File: config.mk
export PLATFORM = sky130hd
export DESIGN_NAME = uart_tx_arbiter
export DESIGN_NICKNAME = d
export VERILOG_FILES = /design/src/rtl/uart_tx_arbiter.sv
export SDC_FILE = /design/constraint.sdc
export NUM_CORES = 1
export LEC_CHECK = 0
export CAP_MARGIN = 25
export CORE_UTILIZATION = 45
export DETAILED_ROUTE_END_ITERATION = 10
export GPL_ROUTABILITY_DRIVEN = 0
export PLACE_DENSITY = 0.84
export SLEW_MARGIN = 20
export SYNTH_ARGS = -nofsm -noshare
export SYNTH_HDL_FRONTEND = slang
export SYNTH_SLANG_ARGS = --single-unit
File: constraint.sdc
create_clock -name clk -period 4.6 [get_ports clk]
set_input_delay 0.69 -clock clk [delete_from_list [all_inputs] [get_ports clk]]
set_output_delay 0.69 -clock clk [all_outputs]
set_load 0.1 [all_outputs]
File: src/rtl/uart_tx_arbiter.sv
// Round-robin arbiter that lets NUM_REQ byte requesters share one UART
// transmitter. One grant per transfer; each transfer walks through
// IDLE -> START -> WAIT_BUSY -> WAIT_DONE, with a bounded wait for the
// transmitter to acknowledge the start pulse by raising txBusy.
module uart_tx_arbiter #(
  parameter int unsigned NUM_REQ      = 4,
  parameter int unsigned DATA_WIDTH   = 8,
  parameter int unsigned BUSY_TIMEOUT = 16,
  localparam int unsigned ID_W        = (NUM_REQ > 1) ? $clog2(NUM_REQ) : 1,
  localparam int unsigned CNT_W       = $clog2(BUSY_TIMEOUT) + 1
) (
  input  logic                          clk,
  input  logic                          rstN,
  input  logic [NUM_REQ-1:0]            reqValid,
  input  logic [NUM_REQ*DATA_WIDTH-1:0] reqData,
  output logic [NUM_REQ-1:0]            reqReady,
  output logic                          txStart,
  output logic [DATA_WIDTH-1:0]         txData,
  input  logic                          txBusy,
  output logic [ID_W-1:0]               grantId,
  output logic                          idle,
  output logic                          timeoutErr
);

  typedef enum logic [1:0] {
    S_IDLE      = 2'd0,
    S_START     = 2'd1,
    S_WAIT_BUSY = 2'd2,
    S_WAIT_DONE = 2'd3
  } state_t;

  state_t                r_state;
  logic [ID_W-1:0]       r_ptr;
  logic [ID_W-1:0]       r_grant_id;
  logic [DATA_WIDTH-1:0] r_tx_data;
  logic [NUM_REQ-1:0]    r_ready;
  logic                  r_start;
  logic                  r_timeout;
  logic [CNT_W-1:0]      r_cnt;

  logic [DATA_WIDTH-1:0] w_bytes [NUM_REQ];
  logic [ID_W-1:0]       w_idx;
  logic [ID_W-1:0]       w_winner;
  logic                  w_found;
  logic [ID_W-1:0]       w_next_ptr;

  // Unpack the flat request data bus into one byte per requester.
  for (genvar g = 0; g < NUM_REQ; g++) begin : g_unpack
    assign w_bytes[g] = reqData[g*DATA_WIDTH +: DATA_WIDTH];
  end

  // Round-robin search: first valid requester at or after r_ptr, wrapping.
  always_comb begin
    w_found  = 1'b0;
    w_winner = '0;
    w_idx    = '0;
    for (int unsigned k = 0; k < NUM_REQ; k++) begin
      w_idx = ID_W'((32'(r_ptr) + k) % NUM_REQ);
      if (!w_found && reqValid[w_idx]) begin
        w_found  = 1'b1;
        w_winner = w_idx;
      end
    end
    w_next_ptr = ID_W'((32'(w_winner) + 1) % NUM_REQ);
  end

  // Transfer FSM with registered outputs; start/ready/timeout are one-cycle pulses.
  always_ff @(posedge clk) begin
    if (!rstN) begin
      r_state    <= S_IDLE;
      r_ptr      <= '0;
      r_grant_id <= '0;
      r_tx_data  <= '0;
      r_ready    <= '0;
      r_start    <= 1'b0;
      r_timeout  <= 1'b0;
      r_cnt      <= '0;
    end else begin
      r_ready   <= '0;
      r_start   <= 1'b0;
      r_timeout <= 1'b0;
      case (r_state)
        S_IDLE: begin
          if (!txBusy && w_found) begin
            r_tx_data          <= w_bytes[w_winner];
            r_grant_id         <= w_winner;
            r_ready[w_winner]  <= 1'b1;
            r_start            <= 1'b1;
            r_ptr              <= w_next_ptr;
            r_state            <= S_START;
          end
        end
        S_START: begin
          r_cnt   <= '0;
          r_state <= S_WAIT_BUSY;
        end
        S_WAIT_BUSY: begin
          if (txBusy) begin
            r_state <= S_WAIT_DONE;
          end else if (r_cnt == CNT_W'(BUSY_TIMEOUT - 1)) begin
            r_timeout <= 1'b1;
            r_state   <= S_IDLE;
          end else begin
            r_cnt <= r_cnt + 1'b1;
          end
        end
        S_WAIT_DONE: begin
          if (!txBusy) begin
            r_state <= S_IDLE;
          end
        end
        default: r_state <= S_IDLE;
      endcase
    end
  end

  assign reqReady   = r_ready;
  assign txStart    = r_start;
  assign txData     = r_tx_data;
  assign grantId    = r_grant_id;
  assign idle       = (r_state == S_IDLE);
  assign timeoutErr = r_timeout;

endmodule

==> flow_summary_export.csv <==
group,metric,value,unit
detailed_routing,drt-initial-drc-count,35,
final_layout,drive_gt1_share,7.73,%
critical_path,end_kind,"output port",
cts,cts_sinks,25,
min_path,min_path_cells,2,
placement,dp_hpwl,2.58,mm
synthesis,postSynth.asyncResetShare,0,%
timing,hold_violations,0,
synthesis,synth.cell_area,1350,um^2
detailed_routing,drc,7,
critical_path,arrival,2.00,ns
timing,drv_slew,0,
die,fp.dieH,56.7,um
critical_path,crit_required,3.91,ns
power,power.leakage,0.725,nW
cts,cts-resized-gates,0,
cts,insertion_delay,0.32,ns
detailed_routing,vias,1227,
die,rows,19,
grt,overflow,0,
grt,grt_pass1_vias,1168,
critical_path,path_cells,"nor2_1 -> clkdlybuf4s50_1",
timing,setup_ws,1.91,ns
critical_path,cp_slowest_cell,"clkdlybuf4s50_1",
detailed_routing,routed_wl,3.22,mm
die,ioPinCount,56,
die,coreArea,2810,um^2
job,cap_violations,0,
synthesis,yosysTopAreaCell,"dfxtp_1",
die,fp.dieW,56.7,um
timing,finalCritPeriodShare,58.5,%
status,status,"finished, violations left",
grt,grt_max_degree,25,
timing,rsz0062_at_grt,"false",
timing,period_minus_slack,2.69,ns
timing,slew_headroom,34.2,%
critical_path,cp-start-kind,"flip-flop",
critical_path,cpPeakStageDelay,1.14,ns
detailed_routing,wl_per_cell,14.3,um
synthesis,synthCells,141,
die,die_area,3210,um^2
synthesis,synth_edf_count,0,
cts,cts.clk_slew.worst_paths,0.15,ns
synthesis,synth_area_per_cell,9.54,um^2
power,cellPowerDensity,311,nW/um^2
critical_path,reg2reg_depth,7,
synthesis,ys_ff_latch,25,
cts,post_cts_buffers,0,
synthesis,synth_ff_type,"dfxtp_1",
cts,cts-root-buf,"clkbuf_4",
cts,postCtsHoldBufs,0,
synthesis,ys_types,39,
synthesis,synth_top_cell_area_share,37.2,%
critical_path,critical_path.top_delay_family,"buffers and inverters",
placement,placed_cell_area,1890,um^2
placement,place_ws,2.05,ns
final_layout,syn2layout_area_growth,42.5,%
cts,cts_made_buffers,3,
final_layout,stdcell_area,1920,um^2
grt,antenna_found_initial,0,
synthesis,ys_seq_area_share,37.2,%
final_layout,num_antenna_cells,0,
timing,fmax,0.372,GHz
cts,clockBufferDepth,2,
placement,port_buffers,55,
timing,worstMarginPinSlew,0.984,ns
cts,htreeDepth,1,
die,start_util,47.9,%
min_path,hp-class,"flip-flop to flip-flop",
timing,setup_viol,0,
critical_path,cp_max_fo,7,
synthesis,synthTopCellsByArea,"dfxtp_1 (37%), mux2i_1 (11%), ha_1 (5.6%), nand3_1 (4.1%), o221ai_1 (3.9%)",
synthesis,synthMostInstantiatedCell,"dfxtp_1",
timing,setup_tns,0,ns
critical_path,crit_cells,2,
synthesis,ys.warnings.count,0,
grt,track_usage,20.9,%
status,failed_checks,"design-rule violations",
timing,clock_skew,0.0109,ns
detailed_routing,via_per_inst,5.45,
critical_path,critical_path_class,"flip-flop to output port",
grt,grt_pass1_wl,5.25,mm
synthesis,yosys-top-cells-count,"dfxtp_1 (25), mux2i_1 (15), nand2_1 (12)",
detailed_routing,detail-route-antenna-nets,0,
cts,cts_tree,"built",
synthesis,synthesis.nets,186,
detailed_routing,drt_pass1_iterations,7,
final_layout,nNetsFinal,240,
critical_path,path_buf_inv,1,
power,peakVddDrop,0.000157,V
## worst reg2reg max path: cells and delay by family, from the launching register on
family | cells | cell delay [ns]
simple gates | 4 | 1.04
flops | 1 | 0.37
xor+xnor | 1 | 0.17
fa+ha+maj | 2 | 0.42
## per-stage QoR
stage               hold WS [ns]  total power [W]  instances  util (%)
global placement           0.458         0.000494        221      67.3
floorplan                  0.471         0.000427        141         -
finish                     0.489         0.000597        225      68.3
detailed placement         0.469         0.000501        221      67.3
global route               0.519         0.000624        225      68.3
CTS                        0.489         0.000598        225      68.3
## layout make-up
cell class              instances  area (um^2)
clock buffers                   3         22.5
clock inverters                 1         7.51
fillers                       245          888
inverters                       4         17.5
multi-input cells             106          779
flip-flops and latches         25          500
well taps                      31         38.8
repair buffers                 55          551
## cells by family (layout without fill, tap and decap cells)
family / after synthesis / in the layout / share of synthesized area [%]
xor gates and xnor gates: 2 / 2 / 1.30
AOI/OAI and AO/OA: 29 / 29 / 16.1
and+or+nand+nor: 54 / 54 / 23.8
DFF: 25 / 25 / 37.2
muxes: 15 / 15 / 11.2
buffers and inverters: 10 / 63 / 4.84
adders and majority gates: 6 / 6 / 5.58
## power breakdown
| group | internal [W] | leakage, nW | switching (W) | total [W] |
|---|---|---|---|---|
| clock | 0.0000332 | 0.0139 | 0.0000680 | 0.000101 |
| sequential | 0.000233 | 0.204 | 0.0000133 | 0.000246 |
| combinational | 0.0000864 | 0.507 | 0.000163 | 0.000249 |
| total | 0.000353 | 0.725 | 0.000244 | 0.000597 |
## cells in the final DEF, fill, tap and decap left out
cell type         n
a21oi_2           1
nor4_2            1
o21ai_0           4
and3_1            5
clkdlybuf4s50_1  55
nor4_4            1
inv_4             1
nor3_4            1
nand2b_1          2
o31a_1            2
ha_1              6
or4_1             1
clkbuf_4          3
nand3_1          11
nand4_1           1
nand2_2           2
o22ai_2           1
a21o_1            1
nand3b_1          1
a21boi_1          1
and4_1            3
nor2_1            7
xor2_1            2
inv_2             1
nand2_1          12
o221ai_1          6
o211ai_1          4
a21boi_0          5
nor4b_1           1
clkinvlp_4        1
mux2i_1          15
or2_2             2
and2_1            3
a21oi_1           3
o21a_1            1
dfxtp_1          25
inv_1             2
## worst paths after layout
| kind | startpoint | endpoint | slack, ns |
|---|---|---|---|
| min reg2reg | grantId[1] | grantId[1] | 0.49 |
| max reg2reg | r_cnt[0] | r_cnt[3] | 2.54 |
| min | grantId[1] | grantId[1] | 0.49 |
| max | r_state[0] | idle | 1.91 |
## sequential cells by signal, indices dropped and copies added (netlist names)
register    cells
r_cnt           5
r_state         2
txStart         1
grantId         2
txData          8
r_ptr           2
timeoutErr      1
reqReady        4
## layer usage
layer,GRT usage (%),up-vias,part of all wire (%)
li1,-,624,-
met1,27.1,566,43
met2,36.7,33,51
met3,1.61,4,4.0
met4,6.43,0,1.4
met5,0,-,0
(Power assumes the default switching activity.)
